--- config.mk ---
export PLATFORM = sky130hd
export DESIGN_NAME = ddr_cmd_scheduler_flat
export DESIGN_NICKNAME = d
export VERILOG_FILES = /design/src/rtl/ddr_cmd_pkg.sv /design/src/rtl/ddr_cmd_scheduler_if.sv /design/src/rtl/ddr_bank_tracker.sv /design/src/rtl/ddr_cmd_scheduler.sv /design/src/flat_wrapper.sv
export SDC_FILE = /design/constraint.sdc
export NUM_CORES = 1
export LEC_CHECK = 0
export BUFFER_PORTS_ARGS = -buffer_cell sky130_fd_sc_hd__buf_2
export CAP_MARGIN = 20
export CORE_MARGIN = 8
export CORE_UTILIZATION = 36
export CTS_CLUSTER_SIZE = 25
export DETAILED_ROUTE_END_ITERATION = 12
export HOLD_SLACK_MARGIN = 0.12
export PLACE_DENSITY_LB_ADDON = 0.3
export SLEW_MARGIN = 30
export SYNTH_ARGS = -nofsm -noshare
export SYNTH_HDL_FRONTEND = slang
export SYNTH_SLANG_ARGS = --single-unit
--- constraint.sdc ---
create_clock -name clk -period 4.5 [get_ports clk]
set_input_delay 1.35 -clock clk [delete_from_list [all_inputs] [get_ports clk]]
set_output_delay 1.35 -clock clk [all_outputs]
set_load 0.1 [all_outputs]
--- src/rtl/ddr_cmd_pkg.sv ---
// Shared definitions for the DDR3 command scheduler: command-word layout,
// pin/phy encodings, internal command and FSM state enums.
package ddr_cmd_pkg;

  localparam int CMD_W      = 11;
  localparam int PINS_LSB   = 0;   // {cs_n, we_n, cas_n, ras_n}
  localparam int PHY_LSB    = 4;
  localparam int WRDATA_BIT = 7;
  localparam int BANKV_BIT  = 8;
  localparam int SEL_LSB    = 9;

  localparam logic [3:0] PINS_ACT = 4'h6;
  localparam logic [3:0] PINS_RD  = 4'h5;
  localparam logic [3:0] PINS_WR  = 4'h1;
  localparam logic [3:0] PINS_PRE = 4'h2;
  localparam logic [3:0] PINS_REF = 4'h4;
  localparam logic [3:0] PINS_NOP = 4'hF;

  localparam logic [2:0] PHY_WR   = 3'd0;
  localparam logic [2:0] PHY_RD   = 3'd1;
  localparam logic [2:0] PHY_CTRL = 3'd4;

  localparam logic [1:0] SEL_ZERO = 2'b00;
  localparam logic [1:0] SEL_ROW  = 2'b01;
  localparam logic [1:0] SEL_COL  = 2'b10;
  localparam logic [1:0] SEL_A10  = 2'b11;

  typedef enum logic [2:0] {
    CMD_NONE, CMD_ACT, CMD_RD, CMD_WR, CMD_PRE, CMD_PREA, CMD_REF
  } cmd_e;

  typedef enum logic [2:0] {
    ST_IDLE, ST_PRE, ST_ACT, ST_WAIT, ST_RW, ST_PREA, ST_REF, ST_RFC
  } state_e;

  // Timers hold the number of blocked cycles after the issuing cycle, so a
  // command gated by delay T may issue exactly T cycles after its predecessor.
  function automatic int tmr_load(input int t);
    return (t > 0) ? t - 1 : 0;
  endfunction

  function automatic logic [CMD_W-1:0] cmd_word(input cmd_e c);
    logic [3:0] pins;
    logic [2:0] phy;
    logic       wd;
    logic       bv;
    logic [1:0] sel;
    pins = PINS_NOP;
    phy  = PHY_CTRL;
    wd   = 1'b0;
    bv   = 1'b0;
    sel  = SEL_ZERO;
    case (c)
      CMD_ACT:  begin pins = PINS_ACT; bv = 1'b1; sel = SEL_ROW; end
      CMD_RD:   begin pins = PINS_RD; phy = PHY_RD; bv = 1'b1; sel = SEL_COL; end
      CMD_WR:   begin pins = PINS_WR; phy = PHY_WR; wd = 1'b1; bv = 1'b1; sel = SEL_COL; end
      CMD_PRE:  begin pins = PINS_PRE; bv = 1'b1; end
      CMD_PREA: begin pins = PINS_PRE; sel = SEL_A10; end
      CMD_REF:  begin pins = PINS_REF; end
      default:  ;
    endcase
    cmd_word                   = '0;
    cmd_word[PINS_LSB +: 4]    = pins;
    cmd_word[PHY_LSB +: 3]     = phy;
    cmd_word[WRDATA_BIT]       = wd;
    cmd_word[BANKV_BIT]        = bv;
    cmd_word[SEL_LSB +: 2]     = sel;
  endfunction

endpackage

--- src/rtl/ddr_cmd_scheduler_if.sv ---
// Request channel and command bus between requester, scheduler and the
// downstream command loader.
// Handshake: a request transfers on a cycle where req_valid and req_ready are
// both high; the requester holds all req_* fields stable while req_valid waits.
interface ddr_cmd_scheduler_if #(
  parameter int BA_BITS   = 3,
  parameter int ROW_BITS  = 14,
  parameter int COL_BITS  = 10,
  parameter int SLOT_BITS = 2
);
  logic                 req_valid;
  logic                 req_ready;
  logic                 req_write;
  logic [BA_BITS-1:0]   req_bank;
  logic [ROW_BITS-1:0]  req_row;
  logic [COL_BITS-1:0]  req_col;
  logic                 ref_req;
  logic                 ref_ack;

  logic                 cmd_valid;
  logic [SLOT_BITS-1:0] cmd_slot;
  logic [10:0]          active_cmd;
  logic [BA_BITS-1:0]   bank;
  logic [ROW_BITS-1:0]  row;
  logic [COL_BITS-1:0]  col;
  logic                 ap_bit;
  logic                 auto_precharge;
  logic                 auto_activate;
  logic [BA_BITS-1:0]   selected_auto_precharge_bank;
  logic [BA_BITS-1:0]   auto_activate_bank;
  logic [ROW_BITS-1:0]  auto_activate_row;

  modport master (
    output req_valid, req_write, req_bank, req_row, req_col, ref_req,
    input  req_ready, ref_ack, cmd_valid, cmd_slot, active_cmd, bank, row, col,
    input  ap_bit, auto_precharge, auto_activate, selected_auto_precharge_bank,
    input  auto_activate_bank, auto_activate_row
  );

  modport slave (
    input  req_valid, req_write, req_bank, req_row, req_col, ref_req,
    output req_ready, ref_ack, cmd_valid, cmd_slot, active_cmd, bank, row, col,
    output ap_bit, auto_precharge, auto_activate, selected_auto_precharge_bank,
    output auto_activate_bank, auto_activate_row
  );
endinterface

--- src/rtl/ddr_bank_tracker.sv ---
// Per-bank open flag, open row and precharge-blocking timer (tRAS/tWR/tRTP),
// with a lookup port used to classify an incoming request as hit/closed/miss.
module ddr_bank_tracker
  import ddr_cmd_pkg::*;
#(
  parameter int BA_BITS  = 3,
  parameter int ROW_BITS = 14,
  parameter int TMR_BITS = 5,
  parameter int T_RAS    = 5,
  parameter int T_WR     = 4,
  parameter int T_RTP    = 1
) (
  input  logic                     clk,
  input  logic                     rst_n,
  input  logic                     act_en,
  input  logic                     pre_en,
  input  logic                     prea_en,
  input  logic                     wr_en,
  input  logic                     rd_en,
  input  logic [BA_BITS-1:0]       cmd_bank,
  input  logic [ROW_BITS-1:0]      cmd_row,
  input  logic [BA_BITS-1:0]       look_bank,
  input  logic [ROW_BITS-1:0]      look_row,
  output logic                     look_open,
  output logic                     look_hit,
  output logic [(2**BA_BITS)-1:0]  pre_clear,
  output logic                     any_open,
  output logic                     all_pre_clear
);
  localparam int NB = 2**BA_BITS;
  localparam logic [TMR_BITS-1:0] LD_RAS = TMR_BITS'(tmr_load(T_RAS));
  localparam logic [TMR_BITS-1:0] LD_WR  = TMR_BITS'(tmr_load(T_WR));
  localparam logic [TMR_BITS-1:0] LD_RTP = TMR_BITS'(tmr_load(T_RTP));

  logic [NB-1:0] open_vec;
  logic [NB-1:0] hit_vec;

  for (genvar b = 0; b < NB; b++) begin : g_bank
    logic                sel;
    logic                open_r;
    logic [ROW_BITS-1:0] row_r;
    logic [TMR_BITS-1:0] blk_r;
    logic [TMR_BITS-1:0] blk_dec;

    assign sel     = (cmd_bank == BA_BITS'(b));
    assign blk_dec = (blk_r == '0) ? '0 : blk_r - 1'b1;

    always_ff @(posedge clk or negedge rst_n) begin
      if (!rst_n) begin
        open_r <= 1'b0;
        row_r  <= '0;
        blk_r  <= '0;
      end else begin
        if (prea_en || (pre_en && sel)) begin
          open_r <= 1'b0;
        end else if (act_en && sel) begin
          open_r <= 1'b1;
          row_r  <= cmd_row;
        end
        // A read only extends the window; it must never shorten tRAS/tWR.
        if (act_en && sel)      blk_r <= LD_RAS;
        else if (wr_en && sel)  blk_r <= LD_WR;
        else if (rd_en && sel)  blk_r <= (blk_dec > LD_RTP) ? blk_dec : LD_RTP;
        else                    blk_r <= blk_dec;
      end
    end

    assign open_vec[b]  = open_r;
    assign hit_vec[b]   = open_r && (row_r == look_row);
    assign pre_clear[b] = (blk_r == '0);
  end

  assign look_open     = open_vec[look_bank];
  assign look_hit      = hit_vec[look_bank];
  assign any_open      = |open_vec;
  assign all_pre_clear = &pre_clear;

endmodule

--- src/rtl/ddr_cmd_scheduler.sv ---
// Converts single-beat read/write requests and refresh requests into DDR3
// ACT/RD/WR/PRE/PREA/REF commands with open-page policy and timing gating.
module ddr_cmd_scheduler
  import ddr_cmd_pkg::*;
#(
  parameter int BA_BITS   = 3,
  parameter int ROW_BITS  = 14,
  parameter int COL_BITS  = 10,
  parameter int SLOT_BITS = 2,
  parameter int CMD_SLOT  = 0,
  parameter int TMR_BITS  = 5,
  parameter int T_RCD     = 2,
  parameter int T_RP      = 2,
  parameter int T_RAS     = 5,
  parameter int T_WR      = 4,
  parameter int T_RTP     = 1,
  parameter int T_RFC     = 28
) (
  input  logic            clk,
  input  logic            rst_n,
  ddr_cmd_scheduler_if.slave bus,
  output logic            busy,
  output state_e          dbg_state
);
  localparam int NB = 2**BA_BITS;
  localparam logic [TMR_BITS-1:0] LD_RCD = TMR_BITS'(tmr_load(T_RCD));
  localparam logic [TMR_BITS-1:0] LD_RP  = TMR_BITS'(tmr_load(T_RP));
  localparam logic [TMR_BITS-1:0] LD_RFC = TMR_BITS'(tmr_load(T_RFC));
  localparam logic [TMR_BITS-1:0] ONE    = TMR_BITS'(1);

  state_e              state_q, state_d;
  cmd_e                cmd;
  logic                ready;
  logic                accept;
  logic                out_of_reset_q;
  logic                ref_pending_q;
  logic                lat_write_q;
  logic [BA_BITS-1:0]  lat_bank_q;
  logic [ROW_BITS-1:0] lat_row_q;
  logic [COL_BITS-1:0] lat_col_q;
  logic [TMR_BITS-1:0] act_blk_q, rp_blk_q, rfc_q;
  logic                look_open, look_hit, any_open, all_pre_clear;
  logic [NB-1:0]       pre_clear;

  function automatic logic [TMR_BITS-1:0] dec_sat(input logic [TMR_BITS-1:0] v);
    return (v == '0) ? v : v - 1'b1;
  endfunction

  ddr_bank_tracker #(
    .BA_BITS (BA_BITS),
    .ROW_BITS(ROW_BITS),
    .TMR_BITS(TMR_BITS),
    .T_RAS   (T_RAS),
    .T_WR    (T_WR),
    .T_RTP   (T_RTP)
  ) u_banks (
    .clk          (clk),
    .rst_n        (rst_n),
    .act_en       (cmd == CMD_ACT),
    .pre_en       (cmd == CMD_PRE),
    .prea_en      (cmd == CMD_PREA),
    .wr_en        (cmd == CMD_WR),
    .rd_en        (cmd == CMD_RD),
    .cmd_bank     (lat_bank_q),
    .cmd_row      (lat_row_q),
    .look_bank    (bus.req_bank),
    .look_row     (bus.req_row),
    .look_open    (look_open),
    .look_hit     (look_hit),
    .pre_clear    (pre_clear),
    .any_open     (any_open),
    .all_pre_clear(all_pre_clear)
  );

  // Commands are decoded from registered state only, so an asynchronous
  // reset collapses the bus to NOP in the same cycle.
  always_comb begin
    state_d = state_q;
    cmd     = CMD_NONE;
    ready   = 1'b0;
    case (state_q)
      ST_IDLE: begin
        if (ref_pending_q) begin
          state_d = any_open ? ST_PREA : ST_REF;
        end else if (out_of_reset_q) begin
          ready = 1'b1;
          if (bus.req_valid) begin
            if (look_hit)       state_d = ST_RW;
            else if (look_open) state_d = ST_PRE;
            else                state_d = ST_ACT;
          end
        end
      end
      ST_PRE: begin
        if (pre_clear[lat_bank_q]) begin
          cmd     = CMD_PRE;
          state_d = ST_ACT;
        end
      end
      ST_ACT: begin
        if (rp_blk_q == '0) begin
          cmd     = CMD_ACT;
          state_d = ST_WAIT;
        end
      end
      // Leave one cycle early: act_blk reaches zero as RW is entered.
      ST_WAIT: begin
        if (act_blk_q <= ONE) state_d = ST_RW;
      end
      ST_RW: begin
        if (act_blk_q == '0) begin
          cmd     = lat_write_q ? CMD_WR : CMD_RD;
          state_d = ST_IDLE;
        end
      end
      ST_PREA: begin
        if (all_pre_clear) begin
          cmd     = CMD_PREA;
          state_d = ST_REF;
        end
      end
      ST_REF: begin
        if (rp_blk_q == '0) begin
          cmd     = CMD_REF;
          state_d = ST_RFC;
        end
      end
      ST_RFC: begin
        if (rfc_q <= ONE) state_d = ST_IDLE;
      end
      default: state_d = ST_IDLE;
    endcase
  end

  assign accept = bus.req_valid && ready;

  always_ff @(posedge clk or negedge rst_n) begin
    if (!rst_n) begin
      state_q        <= ST_IDLE;
      out_of_reset_q <= 1'b0;
      ref_pending_q  <= 1'b0;
      lat_write_q    <= 1'b0;
      lat_bank_q     <= '0;
      lat_row_q      <= '0;
      lat_col_q      <= '0;
      act_blk_q      <= '0;
      rp_blk_q       <= '0;
      rfc_q          <= '0;
    end else begin
      state_q        <= state_d;
      out_of_reset_q <= 1'b1;
      if (accept) begin
        lat_write_q <= bus.req_write;
        lat_bank_q  <= bus.req_bank;
        lat_row_q   <= bus.req_row;
        lat_col_q   <= bus.req_col;
      end
      act_blk_q <= (cmd == CMD_ACT) ? LD_RCD : dec_sat(act_blk_q);
      rp_blk_q  <= (cmd == CMD_PRE || cmd == CMD_PREA) ? LD_RP : dec_sat(rp_blk_q);
      rfc_q     <= (cmd == CMD_REF) ? LD_RFC : dec_sat(rfc_q);
      // Pulses arriving while a refresh is already pending merge into it.
      if (cmd == CMD_REF)   ref_pending_q <= 1'b0;
      else if (bus.ref_req) ref_pending_q <= 1'b1;
    end
  end

  assign bus.req_ready  = ready;
  assign bus.ref_ack    = (cmd == CMD_REF);
  assign bus.cmd_valid  = (cmd != CMD_NONE);
  assign bus.cmd_slot   = SLOT_BITS'(CMD_SLOT);
  assign bus.active_cmd = cmd_word(cmd);
  assign bus.bank       = (cmd == CMD_ACT || cmd == CMD_RD || cmd == CMD_WR || cmd == CMD_PRE)
                          ? lat_bank_q : '0;
  assign bus.row        = (cmd == CMD_ACT) ? lat_row_q : '0;
  assign bus.col        = (cmd == CMD_RD || cmd == CMD_WR) ? lat_col_q : '0;
  assign bus.ap_bit                       = 1'b0;
  assign bus.auto_precharge               = 1'b0;
  assign bus.auto_activate                = 1'b0;
  assign bus.selected_auto_precharge_bank = '0;
  assign bus.auto_activate_bank           = '0;
  assign bus.auto_activate_row            = '0;

  assign busy      = (state_q != ST_IDLE) || any_open || ref_pending_q;
  assign dbg_state = state_q;

endmodule

--- src/flat_wrapper.sv ---
// flat-port wrapper written by rule: the top's interface ports become plain ports
module ddr_cmd_scheduler_flat import ddr_cmd_pkg::*;
#(
  parameter int BA_BITS   = 3,
  parameter int ROW_BITS  = 14,
  parameter int COL_BITS  = 10,
  parameter int SLOT_BITS = 2,
  parameter int CMD_SLOT  = 0,
  parameter int TMR_BITS  = 5,
  parameter int T_RCD     = 2,
  parameter int T_RP      = 2,
  parameter int T_RAS     = 5,
  parameter int T_WR      = 4,
  parameter int T_RTP     = 1,
  parameter int T_RFC     = 28
)
  (clk, rst_n, busy, dbg_state, bus_req_valid, bus_req_write, bus_req_bank, bus_req_row, bus_req_col, bus_ref_req, bus_req_ready, bus_ref_ack, bus_cmd_valid, bus_cmd_slot, bus_active_cmd, bus_bank, bus_row, bus_col, bus_ap_bit, bus_auto_precharge, bus_auto_activate, bus_selected_auto_precharge_bank, bus_auto_activate_bank, bus_auto_activate_row);
  ddr_cmd_scheduler_if #(.BA_BITS(BA_BITS), .ROW_BITS(ROW_BITS), .COL_BITS(COL_BITS), .SLOT_BITS(SLOT_BITS)) bus_i ();
  input  logic clk;
  input  logic rst_n;
  output logic busy;
  output state_e dbg_state;
  input wire logic [$bits(bus_i.req_valid)-1:0] bus_req_valid;
  input wire logic [$bits(bus_i.req_write)-1:0] bus_req_write;
  input wire logic [$bits(bus_i.req_bank)-1:0] bus_req_bank;
  input wire logic [$bits(bus_i.req_row)-1:0] bus_req_row;
  input wire logic [$bits(bus_i.req_col)-1:0] bus_req_col;
  input wire logic [$bits(bus_i.ref_req)-1:0] bus_ref_req;
  output wire logic [$bits(bus_i.req_ready)-1:0] bus_req_ready;
  output wire logic [$bits(bus_i.ref_ack)-1:0] bus_ref_ack;
  output wire logic [$bits(bus_i.cmd_valid)-1:0] bus_cmd_valid;
  output wire logic [$bits(bus_i.cmd_slot)-1:0] bus_cmd_slot;
  output wire logic [$bits(bus_i.active_cmd)-1:0] bus_active_cmd;
  output wire logic [$bits(bus_i.bank)-1:0] bus_bank;
  output wire logic [$bits(bus_i.row)-1:0] bus_row;
  output wire logic [$bits(bus_i.col)-1:0] bus_col;
  output wire logic [$bits(bus_i.ap_bit)-1:0] bus_ap_bit;
  output wire logic [$bits(bus_i.auto_precharge)-1:0] bus_auto_precharge;
  output wire logic [$bits(bus_i.auto_activate)-1:0] bus_auto_activate;
  output wire logic [$bits(bus_i.selected_auto_precharge_bank)-1:0] bus_selected_auto_precharge_bank;
  output wire logic [$bits(bus_i.auto_activate_bank)-1:0] bus_auto_activate_bank;
  output wire logic [$bits(bus_i.auto_activate_row)-1:0] bus_auto_activate_row;
  assign bus_i.req_valid = bus_req_valid;
  assign bus_i.req_write = bus_req_write;
  assign bus_i.req_bank = bus_req_bank;
  assign bus_i.req_row = bus_req_row;
  assign bus_i.req_col = bus_req_col;
  assign bus_i.ref_req = bus_ref_req;
  assign bus_req_ready = bus_i.req_ready;
  assign bus_ref_ack = bus_i.ref_ack;
  assign bus_cmd_valid = bus_i.cmd_valid;
  assign bus_cmd_slot = bus_i.cmd_slot;
  assign bus_active_cmd = bus_i.active_cmd;
  assign bus_bank = bus_i.bank;
  assign bus_row = bus_i.row;
  assign bus_col = bus_i.col;
  assign bus_ap_bit = bus_i.ap_bit;
  assign bus_auto_precharge = bus_i.auto_precharge;
  assign bus_auto_activate = bus_i.auto_activate;
  assign bus_selected_auto_precharge_bank = bus_i.selected_auto_precharge_bank;
  assign bus_auto_activate_bank = bus_i.auto_activate_bank;
  assign bus_auto_activate_row = bus_i.auto_activate_row;
  ddr_cmd_scheduler #(.BA_BITS(BA_BITS), .ROW_BITS(ROW_BITS), .COL_BITS(COL_BITS), .SLOT_BITS(SLOT_BITS), .CMD_SLOT(CMD_SLOT), .TMR_BITS(TMR_BITS), .T_RCD(T_RCD), .T_RP(T_RP), .T_RAS(T_RAS), .T_WR(T_WR), .T_RTP(T_RTP), .T_RFC(T_RFC)) u_core (.clk(clk), .rst_n(rst_n), .bus(bus_i), .busy(busy), .dbg_state(dbg_state));
endmodule
After elaboration in Yosys (flattened, before gate mapping)
Cells that the tools add are included.
{ "word_totals": {"input_bits": 32, "output_inout_bits": 70, "word_cells": 301, "regBits": 208} }
{ "classes": {"n_reduce_logical": 94, "eq_ne": 40, "n_bitwise": 8, "n_lt_le_gt_ge": 12, "addsub": 11, "n_mux": 102} }
{ "op_table": {"columns": ["op", "n"], "rows": [
  ["two-way mux 5 bit", 46],
  ["== test 14 bit", 8],
  ["zero test 5 bit", 11],
  ["subtractor 5 x 1 -> 5 bit, second input constant", 11],
  ["two-way mux 3 bit", 16],
  ["logical AND 1 bit", 41],
  ["> comparator 5 x 1 -> 1 bit, second input constant", 8],
  ["== test 3 bit, second input constant", 11],
  ["two-way mux 1 bit", 28],
  ["case mux 3 bit (8 select lines)", 1],
  ["case mux 4 bit (5 select lines)", 1],
  ["== test 3 x 2 -> 1 bit, second input constant", 6],
  ["!= test 2 x 1 -> 1 bit, second input constant", 9],
  ["nonzero test 2 bit", 9],
  ["AND reduction 2 bit", 8],
  ["logical OR 1 bit", 15],
  ["case mux 3 bit (5 select lines)", 1],
  ["two-way mux 14 bit", 1],
  ["less-or-equal comparator 5 x 1 -> 1 bit, second input constant", 2],
  ["two-way mux 10 bit", 1],
  ["binary-select mux 1 bit (select 3 bit)", 3],
  ["== test 3 x 1 -> 1 bit, second input constant", 3],
  ["AND reduction 9 bit", 1],
  ["< comparator 3 x 4 -> 1 bit, second input constant", 2],
  ["13 further kinds", 24]
]} }

Depth between registers and ports, before layout
Gate-level depths: netlist (run 1).
{ "depth": {"depth_word": 10, "ltp_mapped": 10, "depth_no_buf": 9} }

Modules after synthesis
From an unflattened synthesis (run 1), not the netlist that was laid out.
{ "unflattened": {"cells_unflattened": 951, "area_unflattened_um2": 10745.3} }
{ "modules_own_cells": {"columns": ["mod", "area_per_inst_um2", "n_inst", "seq_area_each_um2", "cells_per_inst"], "rows": [
  ["ddr_bank_tracker", 7947.6, 1, 4003.8, 675],
  ["ddr_cmd_scheduler", 2797.7, 1, 1201.2, 276]
]} }

Worst setup path after synthesis (run 1)
Ideal clock, no wire load.
{ "synth_path": {"path_kind": "reg-to-output", "start": "reg u_core.state_q[0], in the netlist u_core.dbg_state[0]", "end": "out bus_active_cmd[3]", "path_stages_with_launch": 8, "required_ns": 3.150, "path_slack_ns": -2.643, "arrival_ns": 5.793, "n_path_buf": 1, "cell_sequence": "dfrtp_1 -> clkbuf_1 -> nor3b_4 -> nand2_1 -> inv_1 -> nor2_1 -> nand4_1 -> inv_1"} }
{ "synth_via": {"word_cells_on_any_way": 14, "classes_between": "eq/ne: 11; mux: 2; reduce/logical: 1"} }
{ "synth_lines": {"columns": ["item", "line", "rtl"], "rows": [
  ["start: declaration", "ddr_cmd_scheduler.sv:31", "state_e state_q, state_d;"],
  ["start signal: assignment", "ddr_cmd_scheduler.sv:150", "state_q <= state_d;"],
  ["== test 3 bit, or another cell as far along", "ddr_cmd_scheduler.sv:81", "case (state_q)"],
  ["case mux 3 bit (5 select lines) (*)", "ddr_cmd_scheduler.sv:81", null],
  ["== test 3 bit (*)", null, null],
  ["via bus_ref_ack", "flat_wrapper.sv:30", "output wire logic [$bits(bus_i.ref_ack)-1:0] bus_ref_ack;"],
  ["case mux 4 bit (5 select lines) (*)", "ddr_cmd_pkg.sv:53", "case (c)"],
  ["end: declaration", "flat_wrapper.sv:33", "output wire logic [$bits(bus_i.active_cmd)-1:0] bus_active_cmd;"]
]} }
The timed path passes the listed nets; every way through them passes the cells marked *.

Worst setup path after layout (run 1)
{ "layout_path": {"start": "reg u_core.rp_blk_q[0]", "end": "out bus_bank[2]"} }
{ "layout_via": {"elab_chain_cells": 8, "word_cells_on_any_way": 12, "classes_between": "eq/ne: 4; mux: 4; reduce/logical: 4"} }
{ "layout_rtl": {"columns": ["item", "line", "rtl"], "rows": [
  ["start: declaration", "ddr_cmd_scheduler.sv:41", "logic [TMR_BITS-1:0] act_blk_q, rp_blk_q, rfc_q;"],
  ["start signal: assignment", "ddr_cmd_scheduler.sv:159", "rp_blk_q <= (cmd == CMD_PRE || cmd == CMD_PREA) ? LD_RP : dec_sat(rp_blk_q);"],
  ["zero test 5 bit (*)", "ddr_cmd_scheduler.sv:101, ddr_cmd_scheduler.sv:123", null],
  ["two-way mux 1 bit or two-way mux 3 bit (tied branches)", "ddr_cmd_scheduler.sv:101, ddr_cmd_scheduler.sv:123", null],
  ["case mux 3 bit (5 select lines) (*)", "ddr_cmd_scheduler.sv:81", null],
  ["== test 3 x 1 -> 1 bit or == test 3 x 2 -> 1 bit (tied branches)", "ddr_cmd_scheduler.sv:172", "assign bus.bank = (cmd == CMD_ACT || cmd == CMD_RD || cmd == CMD_WR || cmd == CMD_PRE)"],
  ["logical OR 1 bit (2 in series)", "ddr_cmd_scheduler.sv:172", null],
  ["logical OR 1 bit (*)", "ddr_cmd_scheduler.sv:172", null],
  ["two-way mux 3 bit (*)", "ddr_cmd_scheduler.sv:173", "? lat_bank_q : '0;"],
  ["end: declaration", "flat_wrapper.sv:34", "output wire logic [$bits(bus_i.bank)-1:0] bus_bank;"]
]} }
Mark *: on every way between the ends. The rest lies on a longest branch, timed or not.

==> flow_summary.yaml, run 1 <==
timing:
  worst_pin_slew_ps: 644.8
  rsz0062_at_grt: "no"
  min_period_ps: 4314
  finalHoldViolCount: 0
  maxSlewViolCount: 0
  fmax_ghz: 0.2318
  period_share_pct: 95.88
  setup_tns_ps: 0
  skew_ps: 26.86
  setup_viol: 0
  relSlewSlack_pct: 56.91
logic_synthesis:
  synthMuxAreaShare_pct: 15.95
  synth_top_family_by_area: "multiplexers"
  ys_seq_elements: 208
  netlist_area_mm2: 0.01125
  ys_async_sr_fraction_pct: 100.0
  ys_warn_count: 0
  synth.avg_cell_area_um2: 11.69
  yosys.area_share.simple_pct: 13.49
  synth-seq-area-share_pct: 46.27
  synth-xor-area-share_pct: 10.98
  synth_top_flop_cell: "dfrtp_1"
  synth_compound_area_share_pct: 4.972
  synth_cell_types: 58
  yosys.area_share.adder_pct: 2.670
  syn_inst: 962
  synth-edff-count: 0
worst_setup_path:
  reg2reg_to: "u_core.u_banks.g_bank[3].row_r[13]$_DFFE_PN0P_"
  crit_path_max_incr_delay_ps: 530
  worstSetupEndpoint: "bus_bank[2]"
  cp_top_family: "simple AND/OR/NAND/NOR gates"
  arrival_ps: 2960
  worst_setup_path_start_kind: "register"
  required_ps: 3150
  rr_worst_depth: 9
  worst-path-stages: 9
  critPathLaunch: "u_core.rp_blk_q[0]$_DFFE_PN0P_"
  cp_slowest_cell: "or4b_4"
  critPathMaxFanout: 17
  crit_buf_inv: 3
  r2r-start: "u_core.rp_blk_q[0]$_DFFE_PN0P_"
  path_class: "reg -> out"
  regToRegSetupSlack_ps: 1270
  cp-end-kind: "output pin"
  critical_path.cell_chain: "inv_1 -> ha_2 -> or4b_4 -> nor3b_4 -> buf_4 -> nand2_4 -> and3_2 -> nor2b_4 -> buf_12"
cells_and_area:
  drive_above_1_share_pct: 31.72
  syn2layout_area_growth_pct: 14.91
  layout_commonest_cell: "dfrtp_1"
  num_antenna_cells: 0
  nets: 1093
  final_util_pct: 42.14
  postLayoutCellArea_mm2: 0.01292
  layout.cells.non_filler: 1452
  layout_common_cells: "205 x dfrtp_1, 90 x mux2_2, 84 x xnor2_1"
floorplanning:
  die_area_mm2: 0.03716
  rows: 64
  coreArea_mm2: 0.03067
  start_util_pct: 36.68
  die_y_um: 192.8
  die_w_um: 192.8
  pin_count: 102
cts:
  cts_tree: "built"
  htree_levels: 1
  numCtsBuffers: 25
  cts_num_sinks: 208
  clock_latency_ps: 540
  clockRootBuffer: "clkbuf_16"
  ctsHoldBuffers: 0
  clk_pin_slew_ps: 60
  clk_path_buf_depth: 3
status:
  outcome: "completed"
power_and_ir_drop:
  p_leak_nw: 6.147
  power_density_mw_per_mm2: 555.3
  finalPower_mw: 7.177
  vdd_drop_max_v: 0.0002598
grt:
  grtUsageTotal_pct: 14.89
  antenna_found_initial: 0
  grt_max_degree: 102
  grt_pass1_vias: 7420
  grt_overflow: 0
  grt_pass1_wl_mm: 43.54
placement:
  gp_congestion: 0.8147
  dp_cells: 1404
  placed_cell_area_mm2: 0.01204
  dpl.hpwl_mm: 19.10
  port_buffers: 75
detailed_routing:
  drc: 0
  wl_mm: 27.61
  drt_iter0_markers: 406
  vias: 7236
  wire_per_inst_um: 19.01
  drt-pass1-iter-count: 4
  viasPerCell: 4.983
  antenna_violating_nets_post_route: 0
worst_hold_path:
  min_path_type: "reg -> reg"
job:
  cap_violations: 0
[power by group]
part	leakage [nW]	switching [mW]	total (mW)	internal, mW
Combinational	2.97	1.31	2.35	1.04
Sequential	2.76	0.509	2.83	2.32
Clock	0.416	0.797	2.00	1.20
[state kept, by name, indices dropped and copies added, names as in the netlist]
register and cells:
u_core.dbg_state 3, u_core.rfc_q 5, u_core.rp_blk_q 5, u_core.lat_col_q 10, u_core.out_of_reset_q 1, u_core.lat_bank_q 3
u_core.lat_row_q 14, u_core.u_banks.g_bank.open_r 8, u_core.u_banks.g_bank.row_r 112, u_core.ref_pending_q 1, u_core.lat_write_q 1, u_core.act_blk_q 5
u_core.u_banks.g_bank.blk_r 40
[synthesized netlist by cell type, types with 6 or more instances]
cell      number  share of area (%)
nor2b_1        9               0.50
nor3_1        23                1.0
nor4b_1        7               0.55
nand4_1       19                1.1
xnor2_1       84                6.5
xor2_1        57                4.4
nor4_1        18                1.0
nand3_1       16               0.71
a21oi_1       34                1.5
inv_1         31                1.0
nand2_1       40                1.3
buf_12         8                1.4
or2_2         19                1.1
and2_1        14               0.78
nor2_1        43                1.4
and3_1        14               0.78
nor2_8         7                1.2
buf_4         28                1.9
mux2_2        90                9.0
nand3b_1       6               0.40
dfrtp_1      208                 46
clkbuf_1      24               0.80
ha_1          24                2.7
mux2_4        49                6.5
o21ai_0       14               0.62
buf_2          6               0.27
o211ai_1       8               0.53
[worst min-delay path by stage]
stage	endpoint	start	slack, ps	cells after the start
6_report	u_core.lat_col_q[7]$_DFFE_PN0P_	u_core.lat_col_q[7]$_DFFE_PN0P_	500	1
5_1_grt	u_core.lat_col_q[9]$_DFFE_PN0P_	u_core.lat_col_q[9]$_DFFE_PN0P_	510	1
4_1_cts	u_core.lat_col_q[7]$_DFFE_PN0P_	u_core.lat_col_q[7]$_DFFE_PN0P_	500	1
3_5_place_dp	u_core.lat_col_q[7]$_DFFE_PN0P_	u_core.lat_col_q[7]$_DFFE_PN0P_	490	1
3_3_place_gp	u_core.lat_col_q[3]$_DFFE_PN0P_	u_core.lat_col_q[3]$_DFFE_PN0P_	480	1
2_1_floorplan	u_core.lat_col_q[0]$_DFFE_PN0P_	u_core.lat_col_q[0]$_DFFE_PN0P_	470	1
[per-layer routing]
layer	up-vias	GRT usage [%]	share of wire, %
li1	3428	-	-
met5	-	0	0
met1	3657	20.44	46
met4	0	4.054	2.4
met2	112	24.33	48
met3	39	1.952	4.1
[cell type report]
class | instances | area [um^2]
Fill cell | 2948 | 17740
Multi-Input combinational cell | 678 | 5582
Sequential cell | 208 | 5211
Clock buffer | 37 | 740.7
Timing Repair Buffer | 93 | 683.2
Tap cell | 396 | 495.5
Inverter | 31 | 123.9
Clock inverter | 9 | 88.84
[cell families after synthesis]
logic type / after synthesis
fa+ha+maj: 24
buf+inv: 101
xor+xnor: 141
mux: 141
other cells: 2
simple gates: 255
flops: 208
compound gates: 90
[what timing repair did]
item / CTS / global route
buffers inserted: 0 / 2
setup endpoints to repair: 6 / 8
pin swaps: 0 / 2
gates resized for setup: 1 / 6
[stage by stage]
step	setup WS [ps]	hold slack, ps
floorplan	-1143	470.6
global placement	623.4	479.4
detailed placement	514.9	485.4
CTS	66.66	499.0
global route	5.693	513.7
finish	185.6	497.8
Power figures use the tool's default switching activity.
==> run 2, diff against run 1 <==
--- a/config.mk
+++ b/config.mk
@@ -5,6 +5,7 @@
 export SDC_FILE = /design/constraint.sdc
 export NUM_CORES = 1
 export LEC_CHECK = 0
+export ABC_AREA = 1
 export BUFFER_PORTS_ARGS = -buffer_cell sky130_fd_sc_hd__buf_2
 export CAP_MARGIN = 20
 export CORE_MARGIN = 8
==> flow_summary.yaml, run 2 <==
status:
  outcome: "completed"
grt:
  grtUsageTotal_pct: 17.20
  grt_pass1_vias: 9428
  antenna_found_initial: 0
  grt_overflow: 0
  grt_pass1_wl_mm: 52.45
  grt_max_degree: 90
logic_synthesis:
  yosysMostFrequentCell: "nand2_1"
  synth_common_cells: "417 x nand2_1, 208 x dfrtp_1, 198 x inv_1, 198 x nor2_1, 141 x o21ai_0"
  synth.avg_cell_area_um2: 7.445
  synth_cell_types: 44
  ys_warn_count: 0
  synth_top_flop_cell: "dfrtp_1"
  syn_inst: 1523
  synth.top_cell.area_share_pct: 45.91
  netlist_area_mm2: 0.01134
  synth-edff-count: 0
  yosys.area.top_type: "dfrtp_1"
  ys_seq_elements: 208
  synth-seq-area-share_pct: 45.91
  ys_async_sr_fraction_pct: 100.0
  synthTopCellsByArea: "dfrtp_1 46%, nand2_1 14%, inv_1 6.6%"
timing:
  relSlewSlack_pct: 47.12
  skew_ps: 28.31
  maxSlewViolCount: 0
  min_period_ps: 4264
  whs_ps: 502.6
  rsz0062_at_grt: "no"
  worst_pin_slew_ps: 790.5
  setup_viol: 0
  setup_tns_ps: 0
  fmax_ghz: 0.2345
  period_share_pct: 94.77
  finalHoldViolCount: 0
cts:
  post_cts_buffers: 0
  clk_pin_slew_ps: 60
  htree_levels: 1
  clock_latency_ps: 530
  cts_tree: "built"
  clockRootBuffer: "clkbuf_16"
  numCtsBuffers: 23
  clk_path_buf_depth: 3
  cts_num_sinks: 208
cells_and_area:
  largest_reg_flops: 112
  layout_common_cells: "413 x nand2_1, 205 x dfrtp_1, 190 x inv_1"
  largest-register: "u_core.u_banks.g_bank.row_r"
  layout_commonest_cell: "nand2_1"
  drive_above_1_share_pct: 11.72
  syn2layout_area_growth_pct: 13.66
  nets: 1637
  num_antenna_cells: 0
  reg_top3: "u_core.u_banks.g_bank.row_r: 112 flops, u_core.u_banks.g_bank.blk_r: 40 flops, u_core.lat_row_q: 14 flops"
power_and_ir_drop:
  comb_power_share_pct: 22.6
  finalPower_mw: 4.975
  clock_power_share_pct: 38.1
  vdd_drop_max_v: 0.0002389
  sw_frac_of_total_pct: 34.75
  p_leak_nw: 6.195
  power_density_mw_per_mm2: 386.1
  switchingPower_mw: 1.729
  p_int_mw: 3.247
  seqPwrFrac_pct: 39.3
worst_setup_path:
  worst_setup_path_start_kind: "register"
  cp-end-kind: "output pin"
  critPathMaxFanout: 12
  arrival_ps: 2910
  reg2reg_to: "u_core.u_banks.g_bank[7].row_r[11]$_DFFE_PN0P_"
  r2r-start: "u_core.rp_blk_q[0]$_DFFE_PN0P_"
  required_ps: 3150
  regToRegSetupSlack_ps: 1870
  path_class: "reg -> out"
  rr_worst_depth: 11
floorplanning:
  coreArea_mm2: 0.03131
  die_w_um: 193.5
  die_area_mm2: 0.03743
  start_util_pct: 36.21
  rows: 65
  pin_count: 102
  die_y_um: 193.5
detailed_routing:
  drc: 0
  wl_mm: 32.28
  wl_met3_mm: 2.173
  wire_per_inst_um: 16.16
  drt-pass1-iter-count: 7
  antenna_violating_nets_post_route: 0
  highest_layer: "met4"
  vias: 9726
  drt-met1-wl_mm: 14.87
  wl_met2_mm: 14.48
  viasPerCell: 4.868
  drt_iter0_markers: 840
job:
  cap_violations: 0
placement:
  gp_congestion: 0.8950
  dpl.hpwl_mm: 23.84
  port_buffers: 75
worst_hold_path:
  min_path_type: "reg -> reg"
  whs_path_depth: 2
  hold_end: "u_core.ref_pending_q$_DFFE_PN0P_"
  worstHoldStart: "u_core.ref_pending_q$_DFFE_PN0P_"
[run 2: cell types whose count changed in the layout (fill, tap and decap cells not counted), moves of 22 or more]
cell     before  now
o21ai_0      14  141
mux2_4       49    0
xnor2_1      84   32
nand3_1      16   38
xor2_1       57   13
mux2_2       90    2
o21ai_1       3   37
nand2_1      38  413
inv_1        29  190
nor2_1       41  186
[run 2: worst max path at each step]
stage,to,slack (ps),from
6_report,bus_col[5],240,u_core.act_blk_q[0]$_DFFE_PN0P_
5_1_grt,bus_col[0],8,u_core.act_blk_q[0]$_DFFE_PN0P_
4_1_cts,bus_active_cmd[2],220,u_core.u_banks.g_bank[1].blk_r[0]$_DFF_PN0_
3_5_place_dp,bus_active_cmd[2],770,u_core.u_banks.g_bank[1].blk_r[0]$_DFF_PN0_
3_3_place_gp,bus_active_cmd[2],820,u_core.u_banks.g_bank[1].blk_r[0]$_DFF_PN0_
2_1_floorplan,bus_active_cmd[0],-560,u_core.u_banks.g_bank[6].blk_r[1]$_DFF_PN0_
[run 2: worst max-delay path, stage by stage (launching register included)]
cell and delay (ps):
dfrtp_1 390, inv_1 160, ha_1 170, nand2_1 60, nor2_2 160, inv_1 130, nor2_4 240, clkinv_1 280
buf_4 280, nor2_2 110, buf_2 420
[run 2: cell type report]
type                            instances  area, um^2
Timing Repair Buffer                   87       508.0
Clock buffer                           35       690.7
Clock inverter                          5       65.06
Fill cell                            3161       18420
Tap cell                              402       503.0
Multi-Input combinational cell       1053        5114
Sequential cell                       208        5216
Inverter                              208       790.8
[run 2: routing by layer]
layer  GRT usage (%)  vias to the layer above
met3           2.482                       45
met4           4.532                        0
met5               0                        -
met2           27.48                      277
met1           24.09                     4591
li1                -                     4813
[run 2: power groups by stage]
stage	Sequential (mW)	Clock [mW]	Combinational [mW]
final	1.95	1.90	1.13
after CTS	1.95	1.94	1.14
after detailed placement	1.99	0	1.14
after global placement	1.99	0	1.12
after global routing	1.96	2.02	1.21
after floorplan	2.06	0	0.851
[run 2: logic make-up (layout without fill, tap and decap cells)]
| group | count (synthesis) | after routing | synth area share (%) |
|---|---|---|---|
| adders and majority gates | 24 | 24 | 2.648 |
| DFF | 208 | 208 | 45.91 |
| AOI/OAI and AO/OA | 242 | 242 | 11.18 |
| muxes | 2 | 2 | 0.1986 |
| xor gates and xnor gates | 45 | 45 | 3.476 |
| buffers and inverters | 287 | 335 | 10.94 |
| and+or+nand+nor | 713 | 713 | 25.59 |
| other | 2 | 27 | 0.06624 |
[run 2: stage by stage]
step	util, %	instances	area [um^2]	setup WS, ps
5_1_grt	41.16	1998	12890	8.287
6_report	41.16	1998	12890	235.5
3_3_place_gp	38.71	1958	12120	824.0
2_1_floorplan	-	1548	11580	-563.3
3_5_place_dp	38.71	1958	12120	768.3
4_1_cts	41.12	1998	12880	215.5
[run 2: what timing repair did]
item | 4_1_cts | 5_1_grt
resized for setup | 0 | 3
hold buffers | 0 | 0
endpoints found under the setup margin | 0 | 3
